[config.mk]
export PLATFORM = sky130hd
export DESIGN_NAME = stopwatch_bcd
export DESIGN_NICKNAME = d
export VERILOG_FILES = /design/src/rtl/stopwatch_pkg.sv /design/src/rtl/bcd_digit_counter.sv /design/src/rtl/stopwatch_bcd.sv
export SDC_FILE = /design/constraint.sdc
export NUM_CORES = 1
export LEC_CHECK = 0
export CAP_MARGIN = 25
export CORE_ASPECT_RATIO = 1.75
export CORE_UTILIZATION = 45
export CTS_CLUSTER_SIZE = 30
export DETAILED_ROUTE_END_ITERATION = 10
export PLACE_DENSITY = 0.71
export SLEW_MARGIN = 10
export SYNTH_ARGS = -nofsm -noshare
export SYNTH_HDL_FRONTEND = slang
export SYNTH_SLANG_ARGS = --single-unit
[constraint.sdc]
create_clock -name clk -period 1.9 [get_ports clk]
set_input_delay 0.475 -clock clk [delete_from_list [all_inputs] [get_ports clk]]
set_output_delay 0.475 -clock clk [all_outputs]
set_load 0.02 [all_outputs]
[src/rtl/stopwatch_pkg.sv]
// Shared types and limits for the BCD stopwatch: state encoding, BCD digit
// type and the per-field count limits.
package stopwatch_pkg;

   typedef enum logic [1:0] {
      IDLE  = 2'd0,
      RUN   = 2'd1,
      PAUSE = 2'd2,
      LAP   = 2'd3
   } state_t;

   typedef logic [3:0] bcd_t;

   typedef struct packed {
      bcd_t min_tens;
      bcd_t min_ones;
      bcd_t sec_tens;
      bcd_t sec_ones;
      bcd_t cs_tens;
      bcd_t cs_ones;
   } time_t;

   localparam int CS_LIMIT  = 99;
   localparam int SEC_LIMIT = 59;

endpackage

[src/rtl/bcd_digit_counter.sv]
// One BCD digit that counts 0..LIMIT; carry marks the enabled step that rolls
// the digit back to zero.
module bcd_digit_counter
   import stopwatch_pkg::*;
#(
   parameter int LIMIT = 9
) (
   input  logic clk,
   input  logic rst,
   input  logic en,
   input  logic clr,
   output bcd_t digit,
   output logic carry
);

   always_ff @(posedge clk or posedge rst) begin
      if (rst) begin
         digit <= '0;
      end else if (clr) begin
         digit <= '0;
      end else if (en) begin
         digit <= (digit == bcd_t'(LIMIT)) ? '0 : digit + 4'd1;
      end
   end

   assign carry = en & (digit == bcd_t'(LIMIT));

endmodule

[src/rtl/stopwatch_bcd.sv]
// MM:SS.cc stopwatch: button edge detection, run/pause/lap state machine,
// six-digit BCD counter chain, lap latch and sticky overflow.
module stopwatch_bcd
   import stopwatch_pkg::*;
#(
   parameter int MINUTES_MAX = 59
) (
   input  logic clk,
   input  logic rst,
   input  logic tick_10ms,
   input  logic btn_start_stop,
   input  logic btn_lap,
   input  logic btn_clear,
   output bcd_t min_tens,
   output bcd_t min_ones,
   output bcd_t sec_tens,
   output bcd_t sec_ones,
   output bcd_t cs_tens,
   output bcd_t cs_ones,
   output logic running,
   output logic lap_active,
   output logic overflow
);

   localparam time_t MAX_TIME = {bcd_t'(MINUTES_MAX / 10), bcd_t'(MINUTES_MAX % 10),
                                 bcd_t'(SEC_LIMIT / 10),   bcd_t'(SEC_LIMIT % 10),
                                 bcd_t'(CS_LIMIT / 10),    bcd_t'(CS_LIMIT % 10)};

   state_t state;
   time_t  live;
   time_t  lap_q;
   time_t  disp;
   logic   ss_prev, lap_prev, clr_prev;
   logic   ss_edge, lap_edge, clr_edge;
   logic   inc, wrap, cnt_clr;
   logic   c_cs_ones, c_cs_tens, c_sec_ones, c_sec_tens, c_min_ones, c_min_tens;

   always_ff @(posedge clk or posedge rst) begin
      if (rst) begin
         ss_prev  <= 1'b0;
         lap_prev <= 1'b0;
         clr_prev <= 1'b0;
      end else begin
         ss_prev  <= btn_start_stop;
         lap_prev <= btn_lap;
         clr_prev <= btn_clear;
      end
   end

   assign ss_edge  = btn_start_stop & ~ss_prev;
   assign lap_edge = btn_lap & ~lap_prev;
   assign clr_edge = btn_clear & ~clr_prev;

   // Counting is gated by the state before this cycle's transition, so a tick
   // alongside a stop still counts and one alongside a start does not.
   assign inc     = tick_10ms & ((state == RUN) | (state == LAP));
   assign wrap    = c_min_tens | (inc & (live == MAX_TIME));
   assign cnt_clr = clr_edge | wrap;

   bcd_digit_counter #(.LIMIT(CS_LIMIT % 10)) u_cs_ones (
      .clk(clk), .rst(rst), .en(inc), .clr(cnt_clr), .digit(live.cs_ones), .carry(c_cs_ones));
   bcd_digit_counter #(.LIMIT(CS_LIMIT / 10)) u_cs_tens (
      .clk(clk), .rst(rst), .en(c_cs_ones), .clr(cnt_clr), .digit(live.cs_tens), .carry(c_cs_tens));
   bcd_digit_counter #(.LIMIT(SEC_LIMIT % 10)) u_sec_ones (
      .clk(clk), .rst(rst), .en(c_cs_tens), .clr(cnt_clr), .digit(live.sec_ones), .carry(c_sec_ones));
   bcd_digit_counter #(.LIMIT(SEC_LIMIT / 10)) u_sec_tens (
      .clk(clk), .rst(rst), .en(c_sec_ones), .clr(cnt_clr), .digit(live.sec_tens), .carry(c_sec_tens));
   bcd_digit_counter #(.LIMIT(9)) u_min_ones (
      .clk(clk), .rst(rst), .en(c_sec_tens), .clr(cnt_clr), .digit(live.min_ones), .carry(c_min_ones));
   bcd_digit_counter #(.LIMIT(MINUTES_MAX / 10)) u_min_tens (
      .clk(clk), .rst(rst), .en(c_min_ones), .clr(cnt_clr), .digit(live.min_tens), .carry(c_min_tens));

   // Clear outranks start_stop, which outranks lap; lower edges are dropped.
   always_ff @(posedge clk or posedge rst) begin
      if (rst) begin
         state      <= IDLE;
         running    <= 1'b0;
         lap_active <= 1'b0;
         lap_q      <= '0;
         overflow   <= 1'b0;
      end else begin
         if (clr_edge) begin
            state      <= IDLE;
            running    <= 1'b0;
            lap_active <= 1'b0;
            lap_q      <= '0;
         end else if (ss_edge) begin
            case (state)
               RUN, LAP: begin
                  state      <= PAUSE;
                  running    <= 1'b0;
                  lap_active <= 1'b0;
               end
               default: begin
                  state      <= RUN;
                  running    <= 1'b1;
                  lap_active <= 1'b0;
               end
            endcase
         end else if (lap_edge) begin
            if (state == RUN) begin
               state      <= LAP;
               lap_active <= 1'b1;
               lap_q      <= live;
            end else if (state == LAP) begin
               state      <= RUN;
               lap_active <= 1'b0;
            end
         end

         if (clr_edge) begin
            overflow <= 1'b0;
         end else if (wrap) begin
            overflow <= 1'b1;
         end
      end
   end

   assign disp = (state == LAP) ? lap_q : live;

   assign min_tens = disp.min_tens;
   assign min_ones = disp.min_ones;
   assign sec_tens = disp.sec_tens;
   assign sec_ones = disp.sec_ones;
   assign cs_tens  = disp.cs_tens;
   assign cs_ones  = disp.cs_ones;

endmodule

# Word level (Yosys, flattened, before mapping)
# Index checks and enable logic that the tools add are counted.
[word_totals]
output_inout_bits = 27
input_bits = 6
regBits = 56
wordCells = 106
[classes]
n_mux = 39
eq_ne = 10
bitwise = 17
add_sub_neg = 6
n_reduce_logical = 15
[op_table]
columns = ["cell", "count"]
rows = [
  ["two-way mux 24 bit", 5],
  ["two-way mux 4 bit", 18],
  ["adder 4 x 1 -> 4 bit, second input constant", 6],
  ["== test 24 x 23 -> 1 bit, second input constant", 1],
  ["nonzero test 2 bit", 10],
  ["== test 4 bit, second input constant", 4],
  ["two-way mux 2 bit", 6],
  ["AND 1 bit", 11],
  ["two-way mux 1 bit", 10],
  ["== test 4 x 3 -> 1 bit, second input constant", 2],
  ["nonzero test 4 bit", 1],
  ["NOT 1 bit", 3],
  ["bitwise OR 1 bit", 3],
  ["AND reduction 3 bit", 1],
  ["nonzero test 3 bit", 1],
  ["== test 2 x 1 -> 1 bit, second input constant", 1],
  ["== test 2 bit, second input constant", 1],
  ["!= test 2 x 1 -> 1 bit, second input constant", 1],
  ["AND reduction 2 bit", 1],
  ["OR reduction 2 bit", 1],
]

# Logic depth before layout (Yosys ltp)
# Gate-level depths: netlist of run 1.
[depth]
word_depth = 12
depth_mapped = 7
ltp_nobuf = 6

# Cells and area by module
# From an unflattened synthesis of run 1, not the netlist that was laid out.
[unflattened]
hier_cells = 344
hier_area_um2 = 3345.7
[by_module_without_submodules]
columns = ["mod", "instances", "area_per_inst_um2", "cells_per_inst"]
rows = [
  ["stopwatch_bcd", 1, 1906.8, 184],
  ["bcd_digit_counter (u_cs_ones ...)", 4, 244.0, 27],
  ["bcd_digit_counter (u_min_tens ...)", 2, 231.5, 26],
]

# Worst setup path before layout of run 1
# Ideal clock, no wire load.
[synth_path]
kind = "flip-flop to flip-flop"
start = "reg u_sec_ones.digit[1]"
end = "reg u_min_tens.digit[3]"
path_buffers = 1
slack_ps = -106
stages_incl_launch_ff = 8
required_ps = 1760
period_less_slack_ps = 2006
arrival_ps = 1866
cell_sequence = "dfrtp_1 inv_1 ha_1 and3b_2 or4b_4 buf_6 o311ai_0 o41ai_1"
[synth_via]
elab_chain_len = 8
[synth_rtl]
columns = ["item", "line_no", "source"]
rows = [
  ["start, declared", "bcd_digit_counter.sv:12", "output bcd_t digit,"],
  ["start signal, assigned", "bcd_digit_counter.sv:22", "digit <= (digit == bcd_t'(LIMIT)) ? '0 : digit + 4'd1;"],
  ["== test 4 bit", "bcd_digit_counter.sv:26", "assign carry = en & (digit == bcd_t'(LIMIT));"],
  ["AND 1 bit (4 in a row)", "bcd_digit_counter.sv:26", ""],
  ["bitwise OR 1 bit", "stopwatch_bcd.sv:57", "assign wrap = c_min_tens | (inc & (live == MAX_TIME));"],
  ["bitwise OR 1 bit", "stopwatch_bcd.sv:58", "assign cnt_clr = clr_edge | wrap;"],
  ["two-way mux 4 bit / nonzero test 2 bit (equally long branches)", "-", ""],
  ["end signal, assigned", "bcd_digit_counter.sv:22", ""],
  ["end, declared", "bcd_digit_counter.sv:12", ""],
]
# Several ways; a longest one is shown, not always the timed one.
# A chain may end at the register's enable or synchronous reset.

# Final worst setup path of run 1
[layout_path]
start = "reg u_cs_ones.digit[1]"
end = "reg u_min_tens.digit[1]"
[layout_via]
elab_chain_len = 10
[layout_rtl]
columns = ["item", "line_no"]
rows = [
  ["start, declared", "bcd_digit_counter.sv:12"],
  ["start signal, assigned", "bcd_digit_counter.sv:22"],
  ["== test 4 bit", "bcd_digit_counter.sv:26"],
  ["AND 1 bit (6 in a row)", "bcd_digit_counter.sv:26"],
  ["bitwise OR 1 bit", "stopwatch_bcd.sv:57"],
  ["bitwise OR 1 bit", "stopwatch_bcd.sv:58"],
  ["two-way mux 4 bit / nonzero test 2 bit (equally long branches)", "-"],
]
# Several ways; a longest one is shown, not always the timed one.

==> Flow_metrics.wiki, run 1 <==
{| class="wikitable"
! Metric !! Value
|-
| Clock transition at the register clock pins on the worst setup and hold paths after CTS || approximately 0.11 ns
|-
| Yosys top cell by area || sky130_fd_sc_hd__dfrtp_1
|-
| Fin crit period || 2.056 ns
|-
| Portion of synthesized cell area occupied by the leading cell type || 0.4696
|-
| Share of power burned in registers || 0.484
|-
| Worst EP required || 2.16 ns
|-
| Effective utilization at floorplan || 0.4755
|-
| Number of rows created at floorplan || 38
|-
| All-layer global routing usage || 0.2367
|-
| Layout cell share with drive strength beyond 1 || 0.3307
|-
| DRT Pass-1 Iters || 4
|-
| Reg-to-Reg Start || u_cs_ones.digit[1]
|-
| Maximum clock frequency || 486.3 MHz
|-
| Count of state elements after synthesis || 56
|-
| Hold buffers post-CTS || 0
|-
| HPWL Detailed || 5.084 mm
|-
| Total of buffers placed on input and output ports || 32
|-
| Floorplan core area || 6276 um^2
|-
| Final design instance area without fill || 4089 um^2
|-
| Avg Inst Size Synth || between 9 and 10 um^2
|-
| Setup repair after global routing missed its margin || yes
|-
| Root buffer cell || sky130_fd_sc_hd__clkbuf_8
|-
| Arrival time of the worst setup path || 2.32 ns
|-
| CP peak stage delay || 0.58 ns
|-
| Area of the die || 6974 um^2
|-
| H-tree Lvls || 2
|-
| Distinct cell type count of the synthesized netlist || 43
|-
| Final Slew Violations || 0
|-
| Number of buffers created by CTS || 5
|-
| Setup clock skew after layout || around 0.013 ns
|-
| Via density per instance || 5.550
|-
| Number of antenna violations at the first check in global routing || 0
|-
| Inserted Diodes || 0
|-
| Placement-stage cell area || approximately 3700 um^2
|-
| Worst-path maximum fanout || 5
|-
| R2R Path End || u_min_tens.digit[1]
|-
| Total wire length after detailed routing || 7.713 mm
|-
| Critical path destination || u_min_tens.digit[1]
|-
| CTS tree || yes
|-
| TritonCTS sink count || 56
|-
| Net count of the finished layout || 404
|-
| Initial detailed-routing violation count || 125
|-
| Cell Int Power || just under 0.002 W
|-
| Overflow left after global routing || 0
|-
| Critical-path cell with the highest stage delay || sky130_fd_sc_hd__or4b_4
|-
| Worst-skew pair later-pin latency || 0.33 ns
|-
| Count of endpoints failing hold in the final timing report || 0
|-
| GP Congestion || 0.8862
|-
| Type of origin of the critical path || register
|-
| Dominant register cell in the synthesized netlist || sky130_fd_sc_hd__dfrtp_1
|-
| Layout Utilization || 0.6515
|-
| Leading post-synthesis cells by cell area || sky130_fd_sc_hd__dfrtp_1 (47%), sky130_fd_sc_hd__mux2_2 (9.1%), sky130_fd_sc_hd__a21oi_1 (7.4%)
|-
| Share of power burned in the clock network || 0.336
|-
| Setup slack of the most critical reg-to-reg path || -0.16 ns
|-
| Post-route worst hold slack || approximately 0.50 ns
|-
| Remaining antenna violation count after routing || 0
|-
| Worst Tran Pin Value || 0.4267 ns
|-
| Maximum resistive drop on vdd || 0.0005743 V
|-
| Worst reg2reg path depth || 6
|-
| Cells after synthesis || 313
|-
| Element type at the critical path end || register
|-
| CTS max path bufs || 2
|-
| Net Sw Power || 0.0006816 W
|-
| Power Density || 636.5 nW/um^2
|-
| Area growth syn-to-layout || 37.02%
|-
| Total Negative Setup Slacks || -2.129 ns
|-
| Vias in the first global route || 2643
|-
| Fraction of power consumed by combinational cells || 0.180
|-
| Worst slew margin relative to its limit || 0.7082
|-
| Final worst-path cycle share || 1.082
|-
| Critical path class || register to register
|-
| Filler cell count || ~520
|-
| Wire length of the first global-routing pass || 12.59 mm
|-
| Lkg Pwr || slightly below 2 nW
|-
| Average wire per cell in the routed design || 16.52 um
|-
| Violations in the final reports || negative setup slack
|-
| Via count || 2592
|-
| Worst hold path class || input port to async pin
|-
| Final setup violation count || 34
|-
| Final Worst Setup Slack || -0.1565 ns
|-
| Outcome || finished with violations
|-
| X dimension of the die || 63.56 um
|-
| Vert. Die Dim || 109.7 um
|-
| Ordered list of cells on the worst path || inv_1 -> ha_2 -> nand4_1 -> or4b_4 -> or4_1 -> a21oi_1
|-
| Total DRC errors in the routed layout || 0
|-
| Part of the Yosys area used for sequential elements || 0.4696
|-
| Post-synthesis cell area || slightly below 3000 um^2
|-
| Switching part of the total || 0.2619
|-
| Top Ports || 33
|-
| Number of synthesis warnings || 0
|-
| Post-synthesis net count || approximately 330
|-
| Ys async rst share || 1.000
|-
| First element of the critical path || u_cs_ones.digit[1]
|-
| Pin count of the biggest net entering global routing || 57
|-
| Count of flip-flops with a built-in enable after synthesis || 0
|-
| Number of max-cap violations || 0
|}
registers in the layout (all words and copies together), names as in the netlist:
register and count:
u_cs_tens.digit 4, overflow 1, u_sec_ones.digit 4, running 1
lap_active 1, lap_q 24, u_min_ones.digit 4, ss_prev 1
u_sec_tens.digit 4, u_min_tens.digit 4, clr_prev 1, u_cs_ones.digit 4
state 2, lap_prev 1
critical path, delay by kind of cell, from the launching register on:
family / cells / cell delay, ns
simple gates: 3 / 1.25
flops: 1 / 0.39
fa+ha+maj: 1 / 0.17
compound gates: 1 / 0.14
buf+inv: 1 / 0.06
how the worst min path moves through the flow:
stage             start  endpoint  slack, ns  depth (start not counted)
6_report            rst  lap_q[9]       0.50                          3
3_3_place_gp   overflow  overflow       0.50                          2
2_1_floorplan  lap_q[0]  lap_q[0]       0.50                          2
5_1_grt             rst  lap_q[3]       0.55                          3
3_5_place_dp   overflow  overflow       0.50                          2
4_1_cts             rst  lap_q[9]       0.53                          3
synth_stat cells, types with 3 or more instances:
cell type,instances
sky130_fd_sc_hd__a21oi_1,44
sky130_fd_sc_hd__and3b_1,4
sky130_fd_sc_hd__clkbuf_1,15
sky130_fd_sc_hd__dfrtp_1,56
sky130_fd_sc_hd__ha_1,12
sky130_fd_sc_hd__inv_1,10
sky130_fd_sc_hd__mux2_2,24
sky130_fd_sc_hd__mux2i_1,4
sky130_fd_sc_hd__nand2_1,56
sky130_fd_sc_hd__nand3_1,6
sky130_fd_sc_hd__nand4b_1,3
sky130_fd_sc_hd__nor2_1,17
sky130_fd_sc_hd__nor2b_1,3
sky130_fd_sc_hd__nor3_1,6
sky130_fd_sc_hd__nor4_1,4
sky130_fd_sc_hd__o21ai_0,7
sky130_fd_sc_hd__or3_1,7
sky130_fd_sc_hd__or4_1,3
power groups by stage:
stage	Sequential, W	Clock [W]	Combinational, W
final	0.00126	0.000874	0.000469
after global routing	0.00126	0.000931	0.000507
after CTS	0.00126	0.000888	0.000436
after detailed placement	0.00128	0	0.000418
after global placement	0.00127	0	0.000409
after floorplan	0.00129	0	0.000203
timing repair:
action / 4_1_cts / 5_1_grt
gates cloned: 1 / 1
pin swaps: 3 / 5
resized for setup: 155 / 31
buffers inserted: 2 / 0
setup endpoints to repair: 30 / 41
layout by cell type (no fill, tap or decap), drive strengths merged, types with 2 or more instances in the layout:
cell	count
or4	3
dfrtp	56
mux2i	4
inv	10
nor2	17
a211oi	2
nand2	56
clkdlybuf4s50	7
nand4	2
nand3	6
xor2	2
a21oi	44
or4b	2
nand3b	3
or3	7
o21ai	7
and3b	5
buf	75
nor4	4
ha	12
and2	2
clkbuf	7
o31ai	2
xnor2	2
nand4b	3
nor2b	3
nor3	6
mux2	24
stage by stage:
step,power (W),setup slack (ns),cells
after global routing,0.002701,-0.2204,467
after detailed placement,0.001695,-0.5183,456
after global placement,0.001683,-0.5012,456
after floorplan,0.001495,-0.07706,313
after CTS,0.002583,-0.1472,467
final,0.002603,-0.1565,467
layer usage:
metal  wire [um]  global-route usage  vias up
li1            -                   -     1240
met1        2993              0.2699     1294
met2        4301              0.4096       42
met3         243             0.04772       16
met4         175              0.1315        0
met5           0                   0        -
cells by family after synthesis:
logic type	synth area share
buffers and inverters	0.03815
flip-flops	0.4696
XOR/XNOR	0.01174
AO/OA/AOI/OAI	0.1132
multiplexers	0.1040
adder cells (fa/ha/maj)	0.05031
AND/OR/NAND/NOR	0.2130
area by class of cell:
cell class	count	area, um^2	area share
Sequential cell	56	1401	0.3427
Clock buffer	7	96.34	0.02356
Tap cell	80	100.1	0.02448
Timing Repair Buffer	83	784.5	0.1919
Inverter	10	37.54	0.009180
Clock inverter	1	30.03	0.007344
Multi-Input combinational cell	230	1639	0.4009
Power figures use the tool's default switching activity.
==> run 2, diff against run 1 <==
--- a/config.mk
+++ b/config.mk
@@ -10,6 +10,7 @@
 export CORE_UTILIZATION = 45
 export CTS_CLUSTER_SIZE = 30
 export DETAILED_ROUTE_END_ITERATION = 10
+export GPL_TIMING_DRIVEN = 0
 export PLACE_DENSITY = 0.71
 export SLEW_MARGIN = 10
 export SYNTH_ARGS = -nofsm -noshare
==> run 2 against run 1 <==
- the flow still finishes with violations (negative setup slack)
- non-clock buffer count down 14
- register-to-register slack about the same
- core utilization down 1.1 points
- highest routed layer unchanged
- combinational power down 5.8%
- total power down 7.0%
- largest cell class unchanged
==> Flow_metrics.wiki, run 2 (synthesis results as in run 1) <==
{| class="wikitable"
! Metric !! Value
|-
| Area of the die || about 7000 um^2
|-
| Filler cell count || around 530
|-
| Cells on Worst Hold Path || 2
|-
| Element type at the critical path end || register
|-
| Final worst-path cycle share || 1.076
|-
| H-tree Lvls || 2
|-
| Launch instance of the worst min-delay path || lap_q[4]
|-
| Clock transition at the register clock pins on the worst setup and hold paths after CTS || around 0.10 ns
|-
| Commonest cells after routing, fill and taps aside || sky130_fd_sc_hd__nand2_1 (54), sky130_fd_sc_hd__dfrtp_1 (48), sky130_fd_sc_hd__a21oi_1 (40)
|-
| Inserted Diodes || 0
|-
| Lkg Pwr || 1.849 nW
|-
| Total wire length after detailed routing || 7.802 mm
|-
| Number of cells in the design after placement || between 400 and 500
|-
| Via density per instance || 5.608
|-
| Via count || 2535
|-
| Outcome || finished with violations
|-
| Initial detailed-routing violation count || approximately 190
|-
| Vert. Die Dim || roughly 110 um
|-
| GP Congestion || between 0.8 and 0.9
|-
| Number of max-cap violations || 0
|-
| Overflow left after global routing || 0
|-
| Worst Tran Pin Value || 0.6578 ns
|-
| Effective utilization at floorplan || 0.4755
|-
| CTS tree || yes
|-
| HPWL Detailed || around 5 mm
|-
| R2R Path End || u_sec_tens.digit[1]
|-
| Worst hold path class || register to register
|-
| Worst hold endpoint || lap_q[4]
|-
| Switching part of the total || 0.2845
|-
| Total DRC errors in the routed layout || 0
|-
| Vias in the first global route || 2483
|-
| Maximum resistive drop on vdd || 0.0005700 V
|-
| Violations in the final reports || negative setup slack
|-
| Area growth syn-to-layout || 34.67%
|-
| Power Density || around 600 nW/um^2
|-
| Floorplan core area || 6276 um^2
|-
| Final setup violation count || 35
|-
| All-layer global routing usage || 0.2387
|-
| X dimension of the die || 63.56 um
|-
| Top Ports || 33
|-
| Reg-to-Reg Start || u_sec_ones.digit[1]
|-
| Number of buffers created by CTS || 5
|-
| Remaining antenna violation count after routing || 0
|-
| Setup slack of the most critical reg-to-reg path || -0.14 ns
|-
| Max FFs per register || 24
|-
| Share of power burned in registers || 0.530
|-
| CTS max path bufs || 2
|-
| Critical path class || register to register
|-
| Root buffer cell || sky130_fd_sc_hd__clkbuf_8
|-
| Number of antenna violations at the first check in global routing || 0
|-
| Worst slack, placed || -0.8828 ns
|-
| Final Worst Setup Slack || -0.1449 ns
|-
| Final Slew Violations || 0
|-
| Cell Int Power || 0.001731 W
|-
| Count of placed standard cells in the final layout, fillers left out || approximately 450
|-
| Fin crit period || just over 2 ns
|-
| TritonCTS sink count || 56
|-
| Share of power burned in the clock network || 0.287
|-
| Worst reg2reg path depth || 7
|-
| Pin count of the biggest net entering global routing || 31
|-
| Setup repair after global routing missed its margin || yes
|-
| Arrival time of the worst setup path || 2.29 ns
|-
| Average wire per cell in the routed design || 17.26 um
|-
| Type of origin of the critical path || register
|-
| Layout cell share with drive strength beyond 1 || 0.3414
|-
| Total of buffers placed on input and output ports || 32
|-
| Worst-path maximum fanout || 5
|-
| Most common library cell in the layout ignoring fill and taps || sky130_fd_sc_hd__nand2_1
|-
| Number of rows created at floorplan || 38
|-
| Count of endpoints failing hold in the final timing report || 0
|-
| Net count of the finished layout || 389
|-
| Wire length of the first global-routing pass || about 13 mm
|-
| Worst-skew pair later-pin latency || 0.32 ns
|-
| Fraction of power consumed by combinational cells || 0.183
|-
| Worst slew margin relative to its limit || 0.5608
|-
| Worst EP required || 2.14 ns
|-
| Maximum clock frequency || 489.0 MHz
|-
| Setup clock skew after layout || approximately 0.013 ns
|-
| Net Sw Power || 0.0006886 W
|-
| Largest register by flop count || lap_q
|-
| DRT Pass-1 Iters || 6
|}
## run 2: cell types whose count changed in the layout (fill, tap and decap cells not counted), moves of 8 or more
cell and change:
sky130_fd_sc_hd__buf_4 -31, sky130_fd_sc_hd__clkbuf_2 +12, sky130_fd_sc_hd__dfrtp_1 -8, sky130_fd_sc_hd__dfrtp_2 +8
## run 2: metal layers
| layer | part of all wire | GRT usage |
|---|---|---|
| met1 | 0.38 | 0.2654 |
| met2 | 0.57 | 0.4514 |
| met3 | 0.032 | 0.03320 |
| met4 | 0.021 | 0.09091 |
| met5 | 0 | 0 |
## run 2: how the worst max path moves through the flow
stage	cells past startpoint	to	start
finish	7	u_sec_tens.digit[1]	u_sec_ones.digit[1]
global route	6	u_min_tens.digit[0]	u_sec_ones.digit[1]
CTS	5	cs_tens[1]	state[1]
detailed placement	5	min_tens[2]	state[0]
global placement	2	ss_prev	rst
floorplan	7	u_sec_tens.digit[1]	u_sec_ones.digit[1]
## run 2: area by class of cell
type                    count  area (um^2)  share of cell area
inverters                  10        37.54            0.009340
plain buffers              16        115.1             0.02864
clock inverters             2        10.01            0.002491
multi-input cells         229         1708              0.4250
well taps                  80        100.1             0.02491
flip-flops and latches     56         1411              0.3512
repair buffers             53        554.3              0.1379
clock buffers               6        82.58             0.02055
## run 2: through the flow
step	utilization	total power, W	hold WS (ns)	cell area (um^2)	TNS (ns)
floorplan	-	0.001495	0.4983	2987	-0.2523
finish	0.6404	0.002420	0.5313	4019	-2.987
global placement	0.5429	0.001610	0.5050	3407	-101.20
detailed placement	0.5461	0.001628	0.5126	3427	-46.33
global route	0.6404	0.002506	0.5592	4019	-4.621
CTS	0.6244	0.002399	0.5293	3919	-2.870
## run 2: power groups by stage
stage	logic [W]	registers [W]	clock network, W
final	0.000442	0.00128	0.000695
after CTS	0.000406	0.00128	0.000714
after global placement	0.000318	0.00129	0
after detailed placement	0.000333	0.00130	0
after floorplan	0.000203	0.00129	0
after global routing	0.000469	0.00129	0.000748
## run 2: repair_timing
item | CTS | global route
buffers inserted | 14 | 4
cloned | 3 | 0
resized for setup | 201 | 28
pin swaps | 5 | 8
endpoints found under the setup margin | 71 | 70
hold buffers | 0 | 0
## run 2: critical path: stages, from the launching register on
cell                      delay, ns
sky130_fd_sc_hd__dfrtp_2       0.42
sky130_fd_sc_hd__inv_2         0.07
sky130_fd_sc_hd__ha_4          0.12
sky130_fd_sc_hd__and3b_2       0.20
sky130_fd_sc_hd__or4b_4        0.52
sky130_fd_sc_hd__buf_6         0.16
sky130_fd_sc_hd__or3_4         0.36
sky130_fd_sc_hd__a21oi_2       0.12
